===== src/rtl/apb_regbank.sv =====
// APB3 register-bank slave: RW output registers, synchronised RO inputs,
// sticky change flags with an interrupt mask, programmable wait states and PSLVERR.
module apb_regbank #(
    parameter int DATA_W      = 8,
    parameter int ADDR_W      = 5,
    parameter int N_OUT       = 2,
    parameter int N_IN        = 2,
    parameter int WAIT_STATES = 0,
    parameter logic [DATA_W-1:0] ID_VALUE = 8'hB8
) (
    input  logic                     PCLK,
    input  logic                     PRESET,
    input  logic                     PSEL,
    input  logic [ADDR_W-1:0]        PADDR,
    input  logic                     PENABLE,
    input  logic                     PWRITE,
    input  logic [DATA_W-1:0]        PWDATA,
    output logic [DATA_W-1:0]        PRDATA,
    output logic                     PREADY,
    output logic                     PSLVERR,
    input  logic [N_IN*DATA_W-1:0]   IN_BUS,
    output logic [N_OUT*DATA_W-1:0]  OUT_BUS,
    output logic                     CHG_IRQ
);

    localparam logic [31:0] A_MASK = 32'd29;
    localparam logic [31:0] A_CHG  = 32'd30;
    localparam logic [31:0] A_ID   = 32'd31;
    localparam logic [2:0]  WS     = 3'(WAIT_STATES);

    if ((N_OUT + N_IN) > 29) begin : g_bad_map
        $error("apb_regbank: N_OUT + N_IN must not exceed 29");
    end

    // Bus phase is decoded from PSEL/PENABLE each cycle; the wait counter is the only state.
    typedef enum logic [1:0] {PH_IDLE, PH_SETUP, PH_ACCESS} phase_t;

    phase_t                   w_phase;
    logic [2:0]               r_wait_cnt;
    logic [2:0]               w_wait_cnt_next;
    logic                     w_ready;
    logic                     w_err;
    logic                     w_wr;
    logic [31:0]              w_addr;
    logic [DATA_W-1:0]        w_rdata;
    logic [N_IN*DATA_W-1:0]   w_in_sync;
    logic [N_IN-1:0]          w_chg;
    logic [N_IN-1:0]          r_mask;
    logic                     r_det_en;
    logic                     r_irq;

    always_comb begin
        w_phase = PH_IDLE;
        if (PSEL) begin
            w_phase = PENABLE ? PH_ACCESS : PH_SETUP;
        end
        w_ready = !PRESET && (w_phase == PH_ACCESS) && (r_wait_cnt == WS);
        w_wait_cnt_next = '0;
        if ((w_phase == PH_ACCESS) && !w_ready) begin
            w_wait_cnt_next = r_wait_cnt + 3'd1;
        end
    end

    always_ff @(posedge PCLK) begin
        if (PRESET) begin
            r_wait_cnt <= '0;
        end else begin
            r_wait_cnt <= w_wait_cnt_next;
        end
    end

    assign w_addr = 32'(PADDR);

    always_comb begin
        w_rdata = '0;
        w_err   = 1'b0;
        if (w_addr < 32'(N_OUT)) begin
            for (int k = 0; k < N_OUT; k++) begin
                if (w_addr == 32'(k)) w_rdata = OUT_BUS[k*DATA_W +: DATA_W];
            end
        end else if (w_addr < 32'(N_OUT + N_IN)) begin
            for (int k = 0; k < N_IN; k++) begin
                if (w_addr == 32'(N_OUT + k)) w_rdata = w_in_sync[k*DATA_W +: DATA_W];
            end
            w_err = PWRITE;
        end else if (w_addr == A_MASK) begin
            w_rdata = DATA_W'(r_mask);
        end else if (w_addr == A_CHG) begin
            w_rdata = DATA_W'(w_chg);
        end else if (w_addr == A_ID) begin
            w_rdata = ID_VALUE;
            w_err   = PWRITE;
        end else begin
            w_err = 1'b1;
        end
    end

    assign PREADY  = w_ready;
    assign PSLVERR = w_ready & w_err;
    assign PRDATA  = (w_ready && !PWRITE && !w_err) ? w_rdata : '0;
    assign w_wr    = w_ready & PWRITE & ~w_err;

    genvar gi;
    for (gi = 0; gi < N_OUT; gi++) begin : g_out
        logic [DATA_W-1:0] r_out;
        always_ff @(posedge PCLK) begin
            if (PRESET) begin
                r_out <= '0;
            end else if (w_wr && (w_addr == 32'(gi))) begin
                r_out <= PWDATA;
            end
        end
        assign OUT_BUS[gi*DATA_W +: DATA_W] = r_out;
    end

    for (gi = 0; gi < N_IN; gi++) begin : g_in
        logic [DATA_W-1:0] r_sync1;
        logic [DATA_W-1:0] r_sync2;
        logic [DATA_W-1:0] r_prev;
        logic              r_chg;
        always_ff @(posedge PCLK) begin
            if (PRESET) begin
                r_sync1 <= '0;
                r_sync2 <= '0;
                r_prev  <= '0;
                r_chg   <= 1'b0;
            end else begin
                r_sync1 <= IN_BUS[gi*DATA_W +: DATA_W];
                r_sync2 <= r_sync1;
                r_prev  <= r_sync2;
                // A fresh change event outranks a simultaneous W1C clear.
                if (r_det_en && (r_sync2 != r_prev)) begin
                    r_chg <= 1'b1;
                end else if (w_wr && (w_addr == A_CHG) && PWDATA[gi]) begin
                    r_chg <= 1'b0;
                end
            end
        end
        assign w_in_sync[gi*DATA_W +: DATA_W] = r_sync2;
        assign w_chg[gi] = r_chg;
    end

    always_ff @(posedge PCLK) begin
        if (PRESET) begin
            r_det_en <= 1'b0;
            r_mask   <= '0;
            r_irq    <= 1'b0;
        end else begin
            r_det_en <= 1'b1;
            if (w_wr && (w_addr == A_MASK)) begin
                r_mask <= PWDATA[N_IN-1:0];
            end
            r_irq <= |(w_chg & r_mask);
        end
    end

    assign CHG_IRQ = r_irq;

endmodule

===== config.mk =====
export PLATFORM = sky130hd
export DESIGN_NAME = apb_regbank
export DESIGN_NICKNAME = d
export VERILOG_FILES = /design/src/rtl/apb_regbank.sv
export SDC_FILE = /design/constraint.sdc
export NUM_CORES = 1
export LEC_CHECK = 0
export ABC_AREA = 1
export BUFFER_PORTS_ARGS = -buffer_cell sky130_fd_sc_hd__clkbuf_2
export CORE_UTILIZATION = 29
export CTS_CLUSTER_DIAMETER = 60
export DETAILED_ROUTE_END_ITERATION = 16
export GPL_TIMING_DRIVEN = 0
export SYNTH_ARGS = -nofsm -noshare
export SYNTH_HDL_FRONTEND = slang
export SYNTH_SLANG_ARGS = --single-unit

===== constraint.sdc =====
create_clock -name PCLK -period 2.79 [get_ports PCLK]
set_input_delay 0.558 -clock PCLK [delete_from_list [all_inputs] [get_ports PCLK]]
set_output_delay 0.558 -clock PCLK [all_outputs]
set_load 0.005 [all_outputs]

# --- Yosys cells after proc, flatten, opt, wreduce, memory -nomap -nowiden ---
# Index checks and enable logic that the tools add are counted.
op_classes:
  n_addsub: 1
  order_cmp: 2
  n_eq_ne: 9
  muxes: 22
  bitwise: 6
  reduce_logical: 23
ops:
  columns: ["cell", "count"]
  rows:
  - ["$mux 8", 10]
  - ["$logic_not 32->1", 1]
  - ["$ne 8x8->1", 2]
  - ["$eq 5x5->1 const B", 3]
  - ["$logic_and 1x1->1", 13]
  - ["$eq 5x2->1 const B", 2]
  - ["$mux 1", 10]
  - ["$eq 5x1->1 const B", 1]
  - ["$lt 5x2->1 const B", 1]
  - ["$lt 5x3->1 const B", 1]
  - ["$logic_not 1->1", 4]
  - ["$mux 2", 2]
  - ["$reduce_bool 2->1", 2]
  - ["$reduce_or 2->1", 2]
  - ["$add 3x1->3 const B", 1]
  - ["$and 1x1->1", 3]
  - ["$logic_not 3->1", 1]
  - ["$and 2x2->2", 1]
  - ["$eq 2x2->1 const B", 1]
  - ["$not 1->1", 2]
totals:
  register_bits: 73
  out_inout_bits: 27

# --- Logic depth before layout (Yosys ltp) ---
depth:
  ltp_word: 12
  depth_mapped: 10
  mapped_depth_nobuf: 10

# --- Worst setup path after synthesis ---
# Ideal clock, no wire load.
synth_path:
  kind: "input to output"
  startpoint: "input PADDR[4]"
  endpoint: "output PRDATA[0]"
  t_arrival_ps: 1465
  required_time_ps: 2232
  slack_ps: 767
  cell_stages: 8
  n_path_buf: 0
  cell_sequence: "nor2_2 > nand2_1 > o21ai_4 > nand2_4 > nand2_8 > nand3_4 > o21bai_1 > nor2_1"
synth_via:
  elab_chain_len: 9
synth_lines:
  columns: ["element", "line_no", "text"]
  rows:
  - ["start, declared", "14", "input logic [ADDR_W-1:0] PADDR,"]
  - ["$eq 5x5->1", "90", "end else if (w_addr == A_ID) begin"]
  - ["$mux 1", "90", null]
  - ["$mux 1", "88", "end else if (w_addr == A_CHG) begin"]
  - ["$mux 1", "86", "end else if (w_addr == A_MASK) begin"]
  - ["$mux 1", "81", "end else if (w_addr < 32'(N_OUT + N_IN)) begin"]
  - ["$mux 1", "77", "if (w_addr < 32'(N_OUT)) begin"]
  - ["$logic_not 1->1", "100", "assign PRDATA = (w_ready && !PWRITE && !w_err) ? w_rdata : '0;"]
  - ["$logic_and 1x1->1", "100", null]
  - ["$mux 8 *", "100", null]
  - ["end, declared", "18", "output logic [DATA_W-1:0] PRDATA,"]
# Mark *: on every way between the ends. The rest lies on a longest branch, timed or not.

# --- Worst setup path in the final report ---
layout_path:
  startpoint: "input PADDR[4]"
  endpoint: "output PRDATA[6]"
# Same word-level chain as after synthesis.

==> run metrics <==
type of the worst setup path primary input to output pin; power share of the combinational group between 6 and 7%; via count of the first global-routing pass 2,205; # clock sinks 73; post-synthesis cell count ~360; hpwl dp 4881 um; grt ovf 0; switching part of the total 23.50%; number of inserted filler cells in the final layout ~1,000; crit path DAT ~2.0 ns; Post-synth EDFFs 0; register-to-register setup slack around 1.3 ns; Post-synth top flop sky130_fd_sc_hd__dfxtp_1; largest stage delay on the critical path ~0.28 ns; largest net degree at the start of global routing 14; class of the most critical hold timing path primary input to flop; setup repair after global routing missed its margin false; largest cells by area after synthesis sky130_fd_sc_hd__dfxtp_1 50%, sky130_fd_sc_hd__nor2_1 8.8%, sky130_fd_sc_hd__inv_1 8.0%, sky130_fd_sc_hd__nand2_1 7.1%, sky130_fd_sc_hd__a21oi_1 4.5%; area inside the core boundary a little under 0.01 mm^2; Syn Nets 400; Die X 102.0 um; number of placement rows 36; clock transition at the registers of the reported paths about 0.08 ns; result of the run finished clean; per-instance average area after synthesis approximately 8 um^2; residual antenna-violating net count after detailed routing 0; Flop pwr share 50.9%; average vias per placed instance around 4.1; Skew-Pair Late Insertion Delay roughly 0.35 ns; Syn. warnings 0; overall power after layout about 2.1 mW; netlist area before placement between 0.002 and 0.003 mm^2; endpoint of the most critical register-to-register path g_out[1].r_out[6]$_SDFFE_PP0P_; Worst Hold Margin between 0.3 and 0.4 ns; buffer type at the clock tree root sky130_fd_sc_hd__clkbuf_8; area added between synthesis and finish 23.44%; final worst clock skew 0.007738 ns; antenna violations before repair 0; hold-fix buffers at CTS 0; power per cell area roughly 600 mW/mm^2; clock network fraction of total power ~42%; total negative setup slack 0 ns; Final Non-Filler Cells between 500 and 600; # nets final 470; switching pwr approximately 0.50 mW; capturing instance or port of the critical path PRDATA[6]; count of input and output buffers 59; GRT Overall Usage between 10% and 20%; launch instance of the worst register-to-register path r_wait_cnt[0]$_SDFF_PP0_; via count of the routed design about 2,300; first-pass GRT wire length between 10,000 and 15,000 um; worst-path cell chain clkbuf_2 -> nor2_2 -> nand2_1 -> nor2_1 -> inv_2 -> o22ai_1 -> a21oi_1 -> a21oi_1 -> clkbuf_2; worst slew slack as a fraction of its limit roughly 65%; Synth async-reset ratio 0%; maximum count of clock buffers along a single path 2; number of instances on the worst hold path 3; Worst path slowest cell sky130_fd_sc_hd__nor2_1; sequential element share of the synthesized area roughly 50%; startpoint of the most critical setup path PADDR[4]; static power due to leakage approximately 1.6 nW; number of buffers inserted during clock tree synthesis 9; worst endpoint required time around 2.2 ns; IR Drop Worst-Case VDD between 0.0002 and 0.0003 V; detailed-route wire length per cell roughly 11 um; Detailed Route Iter0 Violations between 80 and 90; fin crit period 2.513 ns; period utilisation layout approximately nine tenths; hold violation count in the final report 0; # IOs slightly above 60; internal power ~1.6 mW; synthesis-stage register bit count 73; Worst Setup End Kind output pin; Least-Margin Pin Slew ~0.52 ns; number of gates given a new drive strength after cts 0; DRC 0; number of distinct standard cells referenced by the synthesized netlist 32; maximum clock rate around 0.4 GHz; die height 102.0 um; setup fix buffers added after clock tree synthesis 0; biggest fanout along the worst timing path 4; drt pass-1 iters 6; Layout Cell Area excl Fill roughly 0.0036 mm^2; WL final 6375 um; area share of the leading cell type in the synthesized netlist about half; TritonCTS clock tree built; GPL Wtd Cong ~0.84; # placed instances about 560; ant diodes 0; overall die area between 0.01 and 0.015 mm^2; effective utilization at floorplan a little under 30%; Yosys top cell by area sky130_fd_sc_hd__dfxtp_1; max-capacitance violation count 0; final setup vio count 0; fraction of layout cells with a size suffix above 1 between 20% and 30%; Post-Place Cell Area roughly 0.0034 mm^2; FF-to-FF path depth 10; depth of the CTS H-tree 3; count of final max-slew check failures 0; Worst Setup Start Kind primary input
## through the flow
step	setup WS (ns)	utilization [%]
after floorplan	0.7670	-
after global placement	0.3221	34.54
after detailed placement	0.2958	34.54
after CTS	0.2955	36.78
after global routing	0.1223	36.78
final	0.2768	36.78
## cell usage after synthesis, types with 4 or more instances
library cell,n
sky130_fd_sc_hd__o22ai_1,7
sky130_fd_sc_hd__dfxtp_1,73
sky130_fd_sc_hd__clkbuf_1,7
sky130_fd_sc_hd__xor2_1,8
sky130_fd_sc_hd__a21oi_1,26
sky130_fd_sc_hd__inv_2,4
sky130_fd_sc_hd__nor2_1,68
sky130_fd_sc_hd__nand2_1,55
sky130_fd_sc_hd__nor3_1,4
sky130_fd_sc_hd__inv_1,62
sky130_fd_sc_hd__nand4_1,4
sky130_fd_sc_hd__xnor2_1,9
sky130_fd_sc_hd__nor2_2,5
## layer usage
| layer | GRT usage [%] | wire length, um | up-vias |
|---|---|---|---|
| met3 | 5.335 | 465 | 4 |
| met4 | 3.736 | 43 | 0 |
| met2 | 21.27 | 2766 | 66 |
| met1 | 17.71 | 3100 | 1024 |
| met5 | 0 | 0 | - |
| li1 | - | - | 1251 |
## cell usage in the layout (no fill, tap or decap), types with 3 or more instances in the layout
cell	netlist	layout
sky130_fd_sc_hd__clkbuf_1	7	8
sky130_fd_sc_hd__inv_1	62	62
sky130_fd_sc_hd__o21ai_1	3	3
sky130_fd_sc_hd__xnor2_1	9	9
sky130_fd_sc_hd__nand3_2	3	3
sky130_fd_sc_hd__a21oi_1	26	26
sky130_fd_sc_hd__nand3_4	3	3
sky130_fd_sc_hd__inv_2	4	4
sky130_fd_sc_hd__o22ai_1	7	7
sky130_fd_sc_hd__nor3_1	4	4
sky130_fd_sc_hd__nor2_2	5	5
sky130_fd_sc_hd__nor2_1	68	68
sky130_fd_sc_hd__nand4_1	4	4
sky130_fd_sc_hd__clkbuf_8	0	9
sky130_fd_sc_hd__nand2_1	55	55
sky130_fd_sc_hd__dfxtp_1	73	73
sky130_fd_sc_hd__o21ai_0	3	3
sky130_fd_sc_hd__xor2_1	8	8
sky130_fd_sc_hd__clkbuf_2	0	59
## power by group through the flow
stage | Combinational [mW] | Clock, mW | Sequential, mW
2_1_floorplan | 0.0905 | 0 | 1.11
3_3_place_gp | 0.142 | 0 | 1.11
3_5_place_dp | 0.144 | 0 | 1.11
4_1_cts | 0.145 | 0.933 | 1.09
5_1_grt | 0.164 | 0.985 | 1.09
6_report | 0.143 | 0.908 | 1.09
## sequential cells by signal (all words and copies together), names as in the netlist
name	count
g_in.r_chg	2
g_out.r_out	16
CHG_IRQ	1
r_wait_cnt	3
r_mask	2
g_in.r_prev	16
g_in.r_sync1	16
r_det_en	1
g_in.r_sync2	16
## cell type report
cell class                      instances  area (um^2)  share of cell area (%)
Multi-Input combinational cell        214         1137                   31.78
Tap cell                              133        166.4                   4.650
Sequential cell                        73         1461                   40.84
Buffer                                  8        31.28                  0.8741
Inverter                               69        269.0                   7.517
Timing Repair Buffer                   59        295.3                   8.252
Clock inverter                          6        90.09                   2.517
Clock buffer                           10        127.6                   3.566
## how the worst min path moves through the flow
| stage | startpoint | slack (ns) | end |
|---|---|---|---|
| floorplan | g_in[0].r_sync1[0]$_SDFF_PP0_ | 0.39 | g_in[0].r_sync2[0]$_SDFF_PP0_ |
| global placement | g_in[0].r_sync1[7]$_SDFF_PP0_ | 0.39 | g_in[0].r_sync2[7]$_SDFF_PP0_ |
| detailed placement | g_in[0].r_sync1[1]$_SDFF_PP0_ | 0.39 | g_in[0].r_sync2[1]$_SDFF_PP0_ |
| CTS | IN_BUS[6] | 0.37 | g_in[0].r_sync1[6]$_SDFF_PP0_ |
| global route | IN_BUS[6] | 0.37 | g_in[0].r_sync1[6]$_SDFF_PP0_ |
| finish | IN_BUS[6] | 0.39 | g_in[0].r_sync1[6]$_SDFF_PP0_ |
## logic make-up (layout without fill, tap and decap cells)
kind of cell,after synthesis,after routing,synth area share [%]
AOI/OAI and AO/OA,46,46,9.279
DFF,73,73,50.41
adders and majority gates,2,2,0.8630
xor gates and xnor gates,17,17,5.136
and+or+nand+nor,149,149,23.95
buffers and inverters,77,152,10.36
## critical path, delay by kind of cell
family                 cells  cell delay, ns
AO/OA/AOI/OAI              3            0.44
AND/OR/NAND/NOR            3            0.62
buffers and inverters      3            0.34
No activity file was read; power rests on OpenSTA's default activity.
